`config.mk`:
```
export PLATFORM = sky130hd
export DESIGN_NAME = traffic_light
export DESIGN_NICKNAME = d
export VERILOG_FILES = /design/src/rtl/traffic_light.sv
export SDC_FILE = /design/constraint.sdc
export NUM_CORES = 1
export LEC_CHECK = 0
export CAP_MARGIN = 20
export CORE_MARGIN = 10
export CORE_UTILIZATION = 53
export CTS_CLUSTER_DIAMETER = 50
export DETAILED_ROUTE_END_ITERATION = 6
export GPL_TIMING_DRIVEN = 0
export PLACE_DENSITY_LB_ADDON = 0.15
export SYNTH_ARGS = -nofsm -noshare
export SYNTH_HDL_FRONTEND = slang
export SYNTH_SLANG_ARGS = --single-unit
```
`constraint.sdc`:
```
create_clock -name clk -period 3.1 [get_ports clk]
set_input_delay 0.775 -clock clk [delete_from_list [all_inputs] [get_ports clk]]
set_output_delay 0.775 -clock clk [all_outputs]
set_load 0.05 [all_outputs]
```
`src/rtl/traffic_light.sv`:
```
// ---------------------------------------------------------------------------
// traffic_light
//
// Free-running single-head traffic-light sequencer. Cycles RED -> GREEN ->
// YELLOW -> RED, holding each aspect for a fixed number of clock cycles.
//
// Parameters
//   RED_TIME    : red dwell in cycles    (1 .. 2**CNT_W)
//   GREEN_TIME  : green dwell in cycles  (1 .. 2**CNT_W)
//   YELLOW_TIME : yellow dwell in cycles (1 .. 2**CNT_W)
//   CNT_W       : dwell counter width
//
// Ports
//   clk       in   rising-edge clock
//   rst_n     in   asynchronous active-low reset (release is synchronized)
//   red       out  red lamp (registered)
//   yellow    out  yellow lamp (registered)
//   green     out  green lamp (registered)
//   phase     out  2'b00 RED, 2'b01 GREEN, 2'b10 YELLOW (registered)
//   remaining out  cycles left in the current phase, including this one
// ---------------------------------------------------------------------------
module traffic_light #(
  parameter int RED_TIME    = 4,
  parameter int GREEN_TIME  = 3,
  parameter int YELLOW_TIME = 2,
  parameter int CNT_W       = 8
) (
  input  logic             clk,
  input  logic             rst_n,
  output logic             red,
  output logic             yellow,
  output logic             green,
  output logic [1:0]       phase,
  output logic [CNT_W-1:0] remaining
);

  typedef enum logic [1:0] {
    ST_RED    = 2'b00,
    ST_GREEN  = 2'b01,
    ST_YELLOW = 2'b10
  } state_t;

  // Durations and terminal counts in counter width. A duration of exactly
  // 2**CNT_W still counts correctly (terminal count fits), but its
  // remaining value wraps to 0 in the first cycle of that phase.
  localparam logic [CNT_W-1:0] RED_N     = CNT_W'(RED_TIME);
  localparam logic [CNT_W-1:0] GREEN_N   = CNT_W'(GREEN_TIME);
  localparam logic [CNT_W-1:0] YELLOW_N  = CNT_W'(YELLOW_TIME);
  localparam logic [CNT_W-1:0] RED_M1    = CNT_W'(RED_TIME - 1);
  localparam logic [CNT_W-1:0] GREEN_M1  = CNT_W'(GREEN_TIME - 1);
  localparam logic [CNT_W-1:0] YELLOW_M1 = CNT_W'(YELLOW_TIME - 1);

  if (RED_TIME < 1 || RED_TIME > (2 ** CNT_W)) begin : g_red_range_chk
    $error("traffic_light: RED_TIME out of range 1..2**CNT_W");
  end
  if (GREEN_TIME < 1 || GREEN_TIME > (2 ** CNT_W)) begin : g_green_range_chk
    $error("traffic_light: GREEN_TIME out of range 1..2**CNT_W");
  end
  if (YELLOW_TIME < 1 || YELLOW_TIME > (2 ** CNT_W)) begin : g_yellow_range_chk
    $error("traffic_light: YELLOW_TIME out of range 1..2**CNT_W");
  end

  logic [1:0]       r_sync;
  state_t           r_state;
  logic [CNT_W-1:0] r_cnt;
  logic             r_red;
  logic             r_yellow;
  logic             r_green;

  state_t           w_state_next;
  logic [CNT_W-1:0] w_cnt_next;
  logic [CNT_W-1:0] w_dur;
  logic             w_run;

  // Release synchronizer: assertion is immediate, deassertion takes two
  // edges. The FSM holds in RED/0 until r_sync[1] has been seen high, so the
  // first full RED dwell begins at the second edge after rst_n rises.
  always_ff @(posedge clk or negedge rst_n) begin
    if (!rst_n) begin
      r_sync <= 2'b00;
    end else begin
      r_sync <= {r_sync[0], 1'b1};
    end
  end

  assign w_run = r_sync[1];

  always_ff @(posedge clk or negedge rst_n) begin
    if (!rst_n) begin
      r_state  <= ST_RED;
      r_cnt    <= '0;
      r_red    <= 1'b1;
      r_yellow <= 1'b0;
      r_green  <= 1'b0;
    end else begin
      r_state  <= w_state_next;
      r_cnt    <= w_cnt_next;
      // Lamps decoded from the next state so they flip on the same edge
      // as the phase itself.
      r_red    <= (w_state_next == ST_RED);
      r_yellow <= (w_state_next == ST_YELLOW);
      r_green  <= (w_state_next == ST_GREEN);
    end
  end

  always_comb begin
    w_state_next = r_state;
    w_cnt_next   = r_cnt;
    w_dur        = RED_N;
    case (r_state)
      ST_RED: begin
        w_dur = RED_N;
        if (w_run) begin
          if (r_cnt == RED_M1) begin
            w_state_next = ST_GREEN;
            w_cnt_next   = '0;
          end else begin
            w_cnt_next = r_cnt + 1'b1;
          end
        end
      end
      ST_GREEN: begin
        w_dur = GREEN_N;
        if (w_run) begin
          if (r_cnt == GREEN_M1) begin
            w_state_next = ST_YELLOW;
            w_cnt_next   = '0;
          end else begin
            w_cnt_next = r_cnt + 1'b1;
          end
        end
      end
      ST_YELLOW: begin
        w_dur = YELLOW_N;
        if (w_run) begin
          if (r_cnt == YELLOW_M1) begin
            w_state_next = ST_RED;
            w_cnt_next   = '0;
          end else begin
            w_cnt_next = r_cnt + 1'b1;
          end
        end
      end
      default: begin
        // Unused encoding (upset): recover to the start of RED.
        w_dur        = RED_N;
        w_state_next = ST_RED;
        w_cnt_next   = '0;
      end
    endcase
  end

  assign red       = r_red;
  assign yellow    = r_yellow;
  assign green     = r_green;
  assign phase     = r_state;
  assign remaining = w_dur - r_cnt;

endmodule

```
==> metrics.txt <==
Worst-Margin Slew=0.637 ns; Critical-path top delay cell=dfrtp_2; ANT nets after route=0; CP Max Fanout=3; skew final=0.00201 ns; pin count of the biggest net entering global routing=16; CP cell instances=inv_4 -> ha_4 -> inv_2 -> ha_4 -> fa_2 -> inv_1 -> a21oi_1 -> nor4_2 -> xnor2_2 -> buf_6; CP bufs+invs=4; clk_lat worst skew=0.28 ns; Cell Area, Placed=1260 um^2; RSZ-0062 raised after global routing=no; Die ar.=4130 um^2; Synthesized Nets=121; Slew HR=57.4%; Max clock buf depth=2; Mapped Cells=108; EDFF count, synth=0; io pins=15; CP delay by family, top=adder cells; min-delay worst type=reg2reg; ant diodes=0; CTS tree=built; Final Hold Fails=0; CP Class=reg2out; Max H-tree Level=1; ranking of synthesized cells by area=dfrtp_1, ha_1, xnor2_1, inv_1, o311a_4; Largest stage delay, worst path=0.44 ns; FFs w/ async S/R, synth=100%; Rows=15; # port buffers=14; status=finished, final reports clean; Detailed Place HPWL=1.67 mm; initial core utilization=58.2%; Critical Path AT=2.22 ns; Worst Setup End Kind=output port; most frequent cell after synthesis=inv_1; Yosys Warn Count=0; fmax=0.334 GHz; register area share after synthesis=36.3%; CTS sink count=15; Top FF cell, synth=dfrtp_1; first-pass GRT wire length=3.65 mm; CTS Buf Count=3; initial drt markers=21; filler cell count=122; drt wl/cell=14.5 um; vias per inst=5.51; required time worst endpoint=2.32 ns; initial antenna violation count=0; Tmin final=3.00 ns; Setup crit start kind=flip-flop; top cells by count, synth=inv_1, dfrtp_1, ha_1, nor2_1, xnor2_1; setup violators final=0; GP Congestion=0.877; core area=1780 um^2; DR pass1 iterations=4; final worst path period share=96.7%; Layout Nets=142; Layout area overhead=31.7%; die width=64.2 um; Avg Cell Area, Syn=9.60 um^2; Finished Cell Area=1370 um^2; Final Max Slew Viols=0; routed vias=843; Hold Buf Count CTS=0; #FFs+latches synth=15; die height=64.2 um; maxcap violations=0; Yosys top cell area share=33.8%; most used cell, CP=ha_4; Clock transition at path regs=0.08 ns; vias in the first global route=849; Total Wirelength=2.23 mm; post-synthesis cell area=1040 um^2; CTS Root Cell=clkbuf_4; post-synthesis cell type count=36; Yosys top cell by area=dfrtp_1; # DRC=0; total gr overflow=0; gr usage total=10.6%; share of cells above drive strength 1=32.0%
final timing paths:
| kind | start | to | slack, ns | depth (start not counted) |
|---|---|---|---|---|
| max in group asynchronous | rst_n | phase[1] | 1.77 | 1 |
| worst min-delay path | r_sync[0] | r_sync[1] | 0.36 | 0 |
| min in group asynchronous | rst_n | yellow | 0.88 | 1 |
| worst max-delay path | phase[1] | remaining[6] | 0.10 | 10 |
| worst min register to register | r_sync[0] | r_sync[1] | 0.36 | 0 |
| worst max register to register | phase[0] | r_cnt[7] | 1.17 | 6 |
cells by family (layout without fill, tap and decap cells):
group	count (synthesis)	count (layout)	synth area share, %
flip-flops	15	15	36.3
AO/OA/AOI/OAI	23	23	17.5
AND/OR/NAND/NOR	31	31	16.8
buffers and inverters	18	38	7.48
adder cells (fa/ha/maj)	11	11	14.0
XOR/XNOR	9	9	7.60
other	1	1	0.362
sequential cells by signal, summed over array words and instances (netlist names):
register	cells
green	1
phase	2
r_cnt	8
r_sync	2
red	1
yellow	1
cells in the final DEF, fill, tap and decap left out, types with 2 or more instances in the layout:
cell / netlist / layout
xnor2_1: 7 / 2
ha_1: 10 / 6
buf_4: 0 / 3
a21o_1: 3 / 3
xnor2_2: 0 / 5
dfrtp_2: 0 / 2
nor2b_1: 2 / 2
a21oi_2: 1 / 2
ha_4: 0 / 4
inv_1: 15 / 11
o21ai_1: 2 / 2
a31oi_1: 3 / 3
nand2_1: 5 / 5
nor2_1: 10 / 10
clkdlybuf4s50_1: 0 / 7
buf_2: 2 / 3
clkbuf_4: 0 / 4
nand3_1: 3 / 3
dfrtp_1: 14 / 12
clkdlybuf4s15_1: 0 / 2
buf_6: 1 / 3
o311a_4: 2 / 2
inv_2: 0 / 3
a21oi_1: 5 / 4
worst register-to-register path: stages, from the launching register on:
cell and delay (ns):
dfrtp_2 0.46, ha_4 0.18, buf_4 0.14, nor3_1 0.28, nor2_1 0.18, or4_1 0.53
o21ai_1 0.08
per-stage QoR:
| step | std cells | setup WS [ns] | hold slack, ns | TNS [ns] | utilization, % |
|---|---|---|---|---|---|
| 5_1_grt | 153 | 0.00888 | 0.374 | 0 | 76.6 |
| 3_3_place_gp | 147 | -0.579 | 0.331 | -1.94 | 70.5 |
| 4_1_cts | 153 | -0.0292 | 0.356 | -0.0292 | 74.2 |
| 6_report | 153 | 0.104 | 0.363 | 0 | 76.6 |
| 2_1_floorplan | 108 | 0.0243 | 0.331 | 0 | - |
| 3_5_place_dp | 147 | -0.616 | 0.337 | -2.16 | 70.5 |
layer usage:
layer | GRT usage [%] | routed length [um] | part of all wire [%]
met4 | 5.35 | 19 | 0.85
met3 | 1.74 | 91 | 4.1
met2 | 19.2 | 1120 | 50
met5 | 0 | 0 | 0
met1 | 11.6 | 998 | 45
cell type report:
class,count,area (um^2),area share [%]
clock buffers,4,26.3,1.92
plain buffers,3,21.3,1.56
well taps,25,31.3,2.29
multi-input cells,75,702,51.4
inverters,15,58.8,4.30
flip-flops and latches,15,379,27.7
repair buffers,16,148,10.8
repair_timing:
action	CTS	global route
gates resized for setup	41	10
gates cloned	0	0
endpoints found under the setup margin	7	7
setup buffers	2	0
pin swaps	4	4
Power is not shown: default switching activity piles up to over one toggle a cycle in this logic, so the estimate is an artifact.
